===== src/rtl/sequenciador_ula.sv =====
// Operand/writeback sequencer wrapped around the 4-bit add/sub ALU.
// Holds a small register file, accepts one instruction at a time over
// valid/ready, drives the ALU operands from registers and writes the ALU
// result back to the destination register.
//
// state     | meaning
// ----------+------------------------------------------------------------
// OCIOSO    | idle; accepts a direct load or a new instruction
// OPERANDOS | reads rs/rt into a/b and op into selecao
// GRAVA     | ALU inputs stable; result written back at the closing edge
module sequenciador_ula #(
    parameter int LARGURA = 4,
    parameter int N_END   = 2
) (
    input  logic               clock,
    input  logic               reset,
    input  logic               instr_valid,
    output logic               instr_ready,
    input  logic               instr_op,
    input  logic [N_END-1:0]   instr_rd,
    input  logic [N_END-1:0]   instr_rs,
    input  logic [N_END-1:0]   instr_rt,
    input  logic               carga_en,
    input  logic [N_END-1:0]   carga_end,
    input  logic [LARGURA-1:0] carga_dado,
    output logic [LARGURA-1:0] a,
    output logic [LARGURA-1:0] b,
    output logic               selecao,
    input  logic [LARGURA-1:0] saida_ula,
    output logic [LARGURA-1:0] resultado,
    output logic               zero,
    output logic               done,
    input  logic [N_END-1:0]   leitura_end,
    output logic [LARGURA-1:0] leitura_dado
);

    localparam int NREG = 2 ** N_END;

    typedef enum logic [1:0] {
        OCIOSO    = 2'd0,
        OPERANDOS = 2'd1,
        GRAVA     = 2'd2
    } estado_t;

    estado_t estado, prox;

    logic               op_q;
    logic [N_END-1:0]   rd_q, rs_q, rt_q;
    logic [LARGURA-1:0] regs [NREG];
    logic               aceita;

    // A pending load takes the cycle, so the instruction simply waits.
    assign instr_ready = (estado == OCIOSO) && !carga_en;
    assign aceita      = instr_valid && instr_ready;

    // Register 0 always reads as zero regardless of storage contents.
    assign leitura_dado = (leitura_end == '0) ? '0 : regs[leitura_end];

    // State register.
    always_ff @(posedge clock or posedge reset) begin
        if (reset) estado <= OCIOSO;
        else       estado <= prox;
    end

    // Next-state logic: fixed three-cycle loop once an instruction is taken.
    always_comb begin
        prox = estado;
        case (estado)
            OCIOSO:    if (aceita) prox = OPERANDOS;
            OPERANDOS: prox = GRAVA;
            GRAVA:     prox = OCIOSO;
            default:   prox = OCIOSO;
        endcase
    end

    // Capture instruction fields only at acceptance.
    always_ff @(posedge clock or posedge reset) begin
        if (reset) begin
            op_q <= 1'b0;
            rd_q <= '0;
            rs_q <= '0;
            rt_q <= '0;
        end else if (aceita) begin
            op_q <= instr_op;
            rd_q <= instr_rd;
            rs_q <= instr_rs;
            rt_q <= instr_rt;
        end
    end

    // Drive ALU operands; they hold their value outside OPERANDOS.
    always_ff @(posedge clock or posedge reset) begin
        if (reset) begin
            a       <= '0;
            b       <= '0;
            selecao <= 1'b0;
        end else if (estado == OPERANDOS) begin
            a       <= regs[rs_q];
            b       <= regs[rt_q];
            selecao <= op_q;
        end
    end

    // Capture the ALU result and flag completion for one cycle.
    always_ff @(posedge clock or posedge reset) begin
        if (reset) begin
            resultado <= '0;
            zero      <= 1'b0;
            done      <= 1'b0;
        end else begin
            done <= (estado == GRAVA);
            if (estado == GRAVA) begin
                resultado <= saida_ula;
                zero      <= (saida_ula == '0);
            end
        end
    end

    // Register file writes: direct load in OCIOSO, writeback in GRAVA.
    // Writes to register 0 are dropped so it stays zero.
    always_ff @(posedge clock or posedge reset) begin
        if (reset) begin
            for (int i = 0; i < NREG; i++) regs[i] <= '0;
        end else if ((estado == OCIOSO) && carga_en) begin
            if (carga_end != '0) regs[carga_end] <= carga_dado;
        end else if (estado == GRAVA) begin
            if (rd_q != '0) regs[rd_q] <= saida_ula;
        end
    end

endmodule


===== config.mk =====
export PLATFORM = sky130hd
export DESIGN_NAME = sequenciador_ula
export DESIGN_NICKNAME = d
export VERILOG_FILES = /design/src/rtl/sequenciador_ula.sv
export SDC_FILE = /design/constraint.sdc
export NUM_CORES = 1
export LEC_CHECK = 0
export CAP_MARGIN = 5
export CORE_ASPECT_RATIO = 0.75
export CORE_UTILIZATION = 45
export DETAILED_ROUTE_END_ITERATION = 8
export GPL_ROUTABILITY_DRIVEN = 1
export HOLD_SLACK_MARGIN = 0.06
export MAX_ROUTING_LAYER = met4
export PLACE_DENSITY = 0.72
export SYNTH_ARGS = -nofsm -noshare
export SYNTH_HDL_FRONTEND = slang
export SYNTH_SLANG_ARGS = --single-unit

===== constraint.sdc =====
create_clock -name clock -period 3.8 [get_ports clock]
set_input_delay 0.57 -clock clock [delete_from_list [all_inputs] [get_ports clock]]
set_output_delay 0.57 -clock clock [all_outputs]
set_load 0.005 [all_outputs]

==> results.cfg, run 1 <==
[run_status]
status = complete, no violations

[setup_path]
slowest_delay_ps = 560
crit_top_cell = clkdlybuf4s50_1
crit_arrival_ps = 2120
critPathKind = in2out
cp-end-kind = primary output
cp.required_ps = 3230
path_cells = clkdlybuf4s50_1, mux2_2, a22o_1, clkdlybuf4s50_1
cpLargestDelayFamily = buffers and inverters
cp-start-kind = primary input
cp_slowest_cell = clkdlybuf4s50_1
path_buf_inv = 2
rrSetupSlack_ps = 2270
crit_path_max_fanout = 5

[clock_network]
postCtsSetupRepairBufs = 0
ctsResizeCount = 0
cts.reportedPaths.clkPinSlew_ps = 70
clk_latency_ps = 290
clock-root-buffer = clkbuf_8
cts_htree_levels = 2
cts_buffer_depth = 2
clock_sinks = 40
cts_made_buffers = 5
cts_tree = done
cts_hold_repair.buffers = 0

[final_layout]
regArea_um2 = 1001
antennaDiodeCount = 0
nFillCells = 349
multi_input_area_um2 = 869.6
nets = 215
fin_area_um2 = 2484
drive_above_1_share = 0.2539
fin_cells = 248
syn_to_final_growth_pct = 28.81

[die]
rows = 20
coreArea_um2 = 4079
start_util = 0.4727
die_area_um2 = 4553
die_w_um = 77.59
pin_count = 43
die_h_um = 58.69

[synth]
synth.distinct_cells = 31
synthesis.area_um2 = 1928
synth.avg_cell_area_um2 = 12.94
synth_seq_cells = 40
synth.yosys.seq_area_share = 0.5191
syn_nets = 172
syn_inst = 149
yosys_warnings = 0

[timing]
tightest_slew_ps = 490.2
hold_viol = 0
relSlewSlack = 0.6732
fmax_ghz = 0.3712
period_needed_ps = 2694
timing.final.ws_setup_ps = 1106
skew_ps = 7.792
slew_viol_final = 0
setup_viol = 0
fin_crit_sh = 0.7090
rsz0062_at_grt = no
tns_ps = 0

[routing]
vias = 1339
via_per_inst = 5.399
drtIter0Drc = 50
firstDrtPassIters = 4
routed_wl_um = 4059
wl_per_cell_um = 16.37
ant_nets = 0
drc = 0

[hold_path]
hold_path_class = reg2reg

[placement]
portBuffers = 42
routabilityCongestion = 0.8694
preCtsSetupSlack_ps = 1106
dp_cells = 240
place_area_um2 = 2386
hpwl_um = 3119

[global_routing]
antenna_found_initial = 0
grt_pass1_wl_um = 6941
overflow = 0
grt_start_max_net_pins = 41
grt_usage = 0.2144
grt_pass1_vias = 1458

[power]
p_per_area_nw_per_um2 = 543.0
p_leak_nw = 1.026
irDropWorstVdd_v = 0.0001975
total_power_mw = 1.349

[run]
timing.max_cap.violations = 0
Yosys cell counts (all sizes together):
cell / count / area share
dfrtp: 40 / 0.52
nand2: 28 / 0.055
mux2: 15 / 0.088
o221a: 12 / 0.070
mux4: 8 / 0.093
or2b: 8 / 0.031
or2: 5 / 0.016
a22o: 4 / 0.018
clkbuf: 4 / 0.0078
inv: 4 / 0.0078
buf: 3 / 0.012
nand2b: 3 / 0.0097
and4bb: 2 / 0.015
o21ai: 2 / 0.0052
a41o: 1 / 0.0052
and2: 1 / 0.0045
clkinv: 1 / 0.0019
nand4: 1 / 0.0032
nand4b: 1 / 0.0045
nand4bb: 1 / 0.014
nor2: 1 / 0.0019
nor2b: 1 / 0.0032
nor3: 1 / 0.0052
o21bai: 1 / 0.0039
or4: 1 / 0.0039
final cells by class:
cell class                 instances  area share
clock buffer                       6     0.03325
clock inverter                     2    0.006045
inverter                           5    0.007557
multi-input combinational         97      0.3501
sequential                        40      0.4030
tap                               55     0.02771
timing repair buffer              43      0.1723
report_power, final:
part / internal, mW / switching, mW / leakage, nW
registers: 0.536 / 0.111 / 0.483
logic: 0.284 / 0.120 / 0.499
clock network: 0.147 / 0.151 / 0.0434
cell families after synthesis:
logic type	synth area share
buffers and inverters	0.02984
multiplexers	0.1810
AND/OR/NAND/NOR	0.1674
flip-flops	0.5191
AO/OA/AOI/OAI	0.1025
per-stage QoR:
stage,hold WS (ps),utilization
4_1_cts,403.0,0.6089
3_5_place_dp,386.5,0.5850
5_1_grt,425.6,0.6089
3_3_place_gp,378.0,0.5850
2_1_floorplan,434.8,-
6_report,405.3,0.6089
sequential cells by signal, summed over array words and instances (netlist names):
signal and count:
rd_q 2, estado 2, rs_q 2, done 1, op_q 1, a 4
zero 1, b 4, resultado 4, selecao 1, rt_q 2, regs 16
cell usage in the layout, fill, tap and decap left out, types with 2 or more instances in the layout:
master	n
clkbuf_8	6
or2b_1	8
a22o_1	4
inv_1	4
mux2_2	15
o221a_1	4
nand2_1	28
nand2b_1	3
or2_2	4
clkinvlp_4	2
mux4_2	8
o221a_2	8
clkdlybuf4s50_1	42
dfrtp_1	40
metal layers:
layer  vias up  global-route usage  share of wire
li1        627                   -              -
met2        45              0.3489           0.48
met1       657              0.2569           0.46
met4         0             0.08356          0.021
met3        10             0.06047          0.043
met5         -                   -              0
worst paths after layout:
check                                    start               to  depth (start not counted)
worst max-delay path            leitura_end[1]  leitura_dado[1]                          4
worst min-delay path                  regs[13]         regs[13]                          0
worst max register to register       estado[1]             a[0]                          4
worst min register to register        regs[13]         regs[13]                          0
max in group asynchronous                reset          regs[6]                          3
min in group asynchronous                reset          rd_q[1]                          3
(Power assumes the default switching activity.)
==> run 2: changes to the inputs <==
--- a/config.mk
+++ b/config.mk
@@ -12,7 +12,7 @@
 export GPL_ROUTABILITY_DRIVEN = 1
 export HOLD_SLACK_MARGIN = 0.06
 export MAX_ROUTING_LAYER = met4
-export PLACE_DENSITY = 0.72
+export PLACE_DENSITY = 0.74
 export SYNTH_ARGS = -nofsm -noshare
 export SYNTH_HDL_FRONTEND = slang
 export SYNTH_SLANG_ARGS = --single-unit
==> constraint.sdc (replaced) <==
create_clock -name clock -period 2.4 [get_ports clock]
set_input_delay 0.36 -clock clock [delete_from_list [all_inputs] [get_ports clock]]
set_output_delay 0.36 -clock clock [all_outputs]
set_load 0.005 [all_outputs]
==> run 2 against run 1 <==
Clock-buffer cell count fell by 1. Design area is 0.81% higher. Sequential cell count is the same. Via count fell by 2.1%. Core utilization up 0.49 points. Routed wire length decreased by 4.6%. Clock skew about the same. Worst hold slack barely moved. Critical path depth did not move. First-iteration DRC count increased by 16%. Total power rose by 64%. Non-clock buffer count did not move. Largest cell class unchanged. Largest power group unchanged.
==> results.cfg, run 2 (synthesized netlist as in run 1, its figures left out) <==
[final_layout]
final_common_cell = clkdlybuf4s50_1
fin_cells = 248
syn_to_final_growth_pct = 29.85
top_register = regs
antennaDiodeCount = 0
drive_above_1_share = 0.2591
mostFrequentLayoutCells = clkdlybuf4s50_1, dfrtp_1, nand2_1, mux2_2
nets = 215
largest_register_ffs = 16
fin_area_um2 = 2504
final_util = 0.6138

[routing]
drc = 0
vias = 1311
drtIter0Drc = 58
routed_wl_um = 3871
firstDrtPassIters = 4
via_per_inst = 5.286
ant_nets = 0
wl_per_cell_um = 15.61

[clock_network]
cts.reportedPaths.clkPinSlew_ps = 80
cts_htree_levels = 2
clock-root-buffer = clkbuf_8
cts_made_buffers = 5
cts_tree = done
postCtsSetupRepairBufs = 0
clock_sinks = 40
cts_hold_repair.buffers = 0
clk_latency_ps = 300
ctsResizeCount = 0
cts_buffer_depth = 2

[setup_path]
r2r_end = selecao
cp-start-kind = primary input
crit_path_max_fanout = 5
cp-end-kind = primary output
rrSetupSlack_ps = 890
r2r-start = estado[0]
critPathKind = in2out
crit_arrival_ps = 1940
cp.required_ps = 2040
ff2ff_path_depth = 4

[global_routing]
antenna_found_initial = 0
grt_pass1_wl_um = 6541
grt_start_max_net_pins = 41
grt_pass1_vias = 1331
grt_usage = 0.2010
overflow = 0

[placement]
routabilityCongestion = 0.8603
dp_cells = 240
portBuffers = 42
hpwl_um = 2983
preCtsSetupSlack_ps = 66.19
place_area_um2 = 2386

[power]
switching_share = 0.2709
p_int_mw = 1.611
clockPowerShare = 0.255
p_leak_nw = 1.039
net-switching-power_uw = 598.4
irDropWorstVdd_v = 0.0004076
pwr-share-comb = 0.288
p_per_area_nw_per_um2 = 882.4
seq_power_share = 0.457

[timing]
relSlewSlack = 0.6787
tightest_slew_ps = 481.9
hold_viol = 0
period_needed_ps = 2303
skew_ps = 8.107
tns_ps = 0
slew_viol_final = 0
setup_viol = 0
fin_crit_sh = 0.9597
fmax_ghz = 0.4342
rsz0062_at_grt = no
timing.final.ws_setup_ps = 96.75

[die]
rows = 20
die_area_um2 = 4553
coreArea_um2 = 4079
die_w_um = 77.59
die_h_um = 58.69
start_util = 0.4727
pin_count = 43

[hold_path]
hold_path_class = reg2reg
min_to = regs[15]
hold_depth = 0
worstHoldStart = regs[15]

[run]
timing.max_cap.violations = 0

[run_status]
status = complete, no violations
[run 2: cell count changes in the layout (fill, tap and decap cells not counted)]
cell        previous run  this run
bufinv_16              0         1
clkbuf_8               6         5
clkinvlp_4             2         1
inv_6                  0         1
nor2b_1                1         0
nor2b_2                0         1
[run 2: final cells by class]
cell class	instances	area [µm²]
Fill cell	335	1575
Multi-Input combinational cell	97	872.1
Tap cell	55	68.82
Timing Repair Buffer	43	427.9
Inverter	5	18.77
Clock buffer	5	68.82
Clock inverter	3	46.29
Sequential cell	40	1001
[run 2: power by group through the flow]
| stage | Combinational (mW) | Sequential, mW | Clock, mW |
|---|---|---|---|
| CTS | 0.644 | 1.01 | 0.581 |
| global placement | 0.630 | 1.01 | 0 |
| finish | 0.635 | 1.01 | 0.564 |
| floorplan | 0.349 | 0.984 | 0 |
| detailed placement | 0.642 | 1.02 | 0 |
| global route | 0.696 | 1.03 | 0.618 |
[run 2: metal layers]
layer,GRT usage,part of all wire,vias up
met3,0.05426,0.049,7
li1,-,-,631
met4,0.07278,0.012,0
met5,-,0,-
met2,0.3161,0.47,42
met1,0.2533,0.46,631
[run 2: metrics by stage]
step | power (mW) | hold slack [ps]
after floorplan | 1.333 | 434.8
final | 2.209 | 405.4
after global placement | 1.644 | 377.8
after global routing | 2.347 | 427.9
after CTS | 2.236 | 404.1
after detailed placement | 1.666 | 384.7
[run 2: how the worst max path moves through the flow]
stage | start | endpoint | slack, ps | cells after the start
global placement | leitura_end[1] | leitura_dado[0] | 130 | 4
floorplan | estado[1] | op_q | 1030 | 4
finish | leitura_end[1] | leitura_dado[2] | 100 | 4
global route | leitura_end[1] | leitura_dado[1] | 60 | 4
CTS | leitura_end[1] | leitura_dado[1] | 60 | 4
detailed placement | leitura_end[1] | leitura_dado[1] | 70 | 4
[run 2: worst max-delay path: stages]
cell and delay (ps):
clkdlybuf4s50_1 580, mux2_2 370, a22o_1 190, clkdlybuf4s50_1 440
==> run 3: changes to the inputs <==
--- a/config.mk
+++ b/config.mk
@@ -8,11 +8,13 @@
 export CAP_MARGIN = 5
 export CORE_ASPECT_RATIO = 0.75
 export CORE_UTILIZATION = 45
+export CTS_CLUSTER_DIAMETER = 60
 export DETAILED_ROUTE_END_ITERATION = 8
 export GPL_ROUTABILITY_DRIVEN = 1
 export HOLD_SLACK_MARGIN = 0.06
 export MAX_ROUTING_LAYER = met4
 export PLACE_DENSITY = 0.74
+export SETUP_SLACK_MARGIN = 0.2
 export SYNTH_ARGS = -nofsm -noshare
 export SYNTH_HDL_FRONTEND = slang
 export SYNTH_SLANG_ARGS = --single-unit
==> run 3 against run 2 <==
Register-to-register slack is essentially flat. Non-clock buffer count is the same. Core utilization grew 0.15 points. Design area grew 0.25%. Clock-buffer cell count is the same. Sequential cell count is the same.
==> results.cfg, run 3 (synthesized netlist as in run 1, its figures left out) <==
[routing]
met1_length_um = 1815
wl_per_cell_um = 15.58
firstDrtPassIters = 3
drc = 0
wl_met2_um = 1820
route.met3.wl_um = 181
vias = 1316
via_per_inst = 5.306
highest_layer = met4
ant_nets = 0
routed_wl_um = 3865
drtIter0Drc = 49

[clock_network]
cts_htree_levels = 2
cts.reportedPaths.clkPinSlew_ps = 80
clk_latency_ps = 300
clock_sinks = 40
postCtsSetupRepairBufs = 0
cts_tree = done
cts_buffer_depth = 2
clock-root-buffer = clkbuf_8
cts_made_buffers = 5

[global_routing]
grt_pass1_wl_um = 6541
overflow = 0
antenna_found_initial = 0
grt_usage = 0.2010
grt_start_max_net_pins = 41
grt_pass1_vias = 1331

[placement]
portBuffers = 42
hpwl_um = 2983
routabilityCongestion = 0.8603
preCtsSetupSlack_ps = 66.19
place_area_um2 = 2386

[setup_path]
path_cells = dlygate4sd2_1, mux2_2, a22o_1, clkdlybuf4s50_1
slowest_delay_ps = 440
cp-start-kind = primary input
crit_path_max_fanout = 5
cp-end-kind = primary output
ff2ff_path_depth = 4
cp_slowest_cell = clkdlybuf4s50_1
rrSetupSlack_ps = 900
crit_arrival_ps = 1680
cp.required_ps = 2040
critPathKind = in2out

[power]
p_per_area_nw_per_um2 = 881.9
irDropWorstVdd_v = 0.0004084
p_leak_nw = 1.053

[final_layout]
top_register = regs
mostFrequentLayoutCells = dfrtp_1, clkdlybuf4s50_1, nand2_1, mux2_2
largest_register_ffs = 16
nets = 215
antennaDiodeCount = 0
fin_area_um2 = 2510
syn_to_final_growth_pct = 30.18
drive_above_1_share = 0.2591
nFillCells = 333

[timing]
hold_viol = 0
slew_viol_final = 0
timing.final.ws_setup_ps = 359.5
tightest_slew_ps = 479.2
tns_ps = 0
setup_viol = 0
fmax_ghz = 0.4901
period_needed_ps = 2041
relSlewSlack = 0.6805
skew_ps = 9.324
fin_crit_sh = 0.8502
rsz0062_at_grt = no

[hold_path]
hold_path_class = reg2reg
hold_depth = 0

[die]
start_util = 0.4727
die_w_um = 77.59
pin_count = 43
coreArea_um2 = 4079
die_area_um2 = 4553
die_h_um = 58.69
rows = 20

[run_status]
status = complete, no violations

[run]
timing.max_cap.violations = 0
==> run 3: cell types whose count changed in the layout (fill, tap and decap cells not counted), sizes merged <==
cell / delta
dlygate4sd2: +1
clkdlybuf4s50: -2
dlymetal6s2s: +1
==> run 3: metal layers <==
metal / track usage / vias up
met3: 0.05426 / 7
met5: - / -
met2: 0.3161 / 41
met1: 0.2533 / 636
li1: - / 632
met4: 0.07278 / 0
==> run 3: final cells by class <==
class,instances,area [µm²],share of cell area
inverters,5,18.77,0.007478
clock buffers,5,68.82,0.02742
clock inverters,3,46.29,0.01844
multi-input cells,97,877.1,0.3495
repair buffers,43,429.2,0.1710
flip-flops and latches,40,1001,0.3988
well taps,55,68.82,0.02742
==> run 3: final timing paths <==
| check | from | endpoint |
|---|---|---|
| setup / recovery | leitura_end[1] | leitura_dado[2] |
| hold / removal | regs[15] | regs[15] |
| setup reg to reg | estado[0] | selecao |
| hold reg to reg | regs[15] | regs[15] |
| max in group asynchronous | reset | regs[0] |
| min in group asynchronous | reset | estado[1] |
==> run 3: what timing repair did <==
| item | 4_1_cts | 5_1_grt |
|---|---|---|
| endpoints found under the setup margin | 4 | 4 |
| gates cloned | 0 | 0 |
| gates resized for setup | 2 | 2 |
| hold buffers | 0 | 0 |
==> run 3: critical path, delay by kind of cell <==
kind / cells / cell delay [ps]
mux: 1 / 370
compound gates: 1 / 180
buf+inv: 2 / 760
==> run 3: per-stage QoR <==
| stage | power (mW) | util | hold WS, ps | std cells |
|---|---|---|---|---|
| after floorplan | 1.333 | - | 434.8 | 149 |
| after global placement | 1.644 | 0.5850 | 377.8 | 240 |
| after detailed placement | 1.666 | 0.5850 | 384.7 | 240 |
| after CTS | 2.236 | 0.6135 | 404.1 | 248 |
| after global routing | 2.347 | 0.6153 | 427.9 | 248 |
| final | 2.213 | 0.6153 | 405.8 | 248 |
==> run 3: power by group <==
| part | switching (mW) | internal [mW] | total, mW | leakage, nW |
|---|---|---|---|---|
| registers | 0.161 | 0.848 | 1.01 | 0.483 |
| logic | 0.188 | 0.449 | 0.637 | 0.515 |
| clock network | 0.254 | 0.313 | 0.567 | 0.0548 |
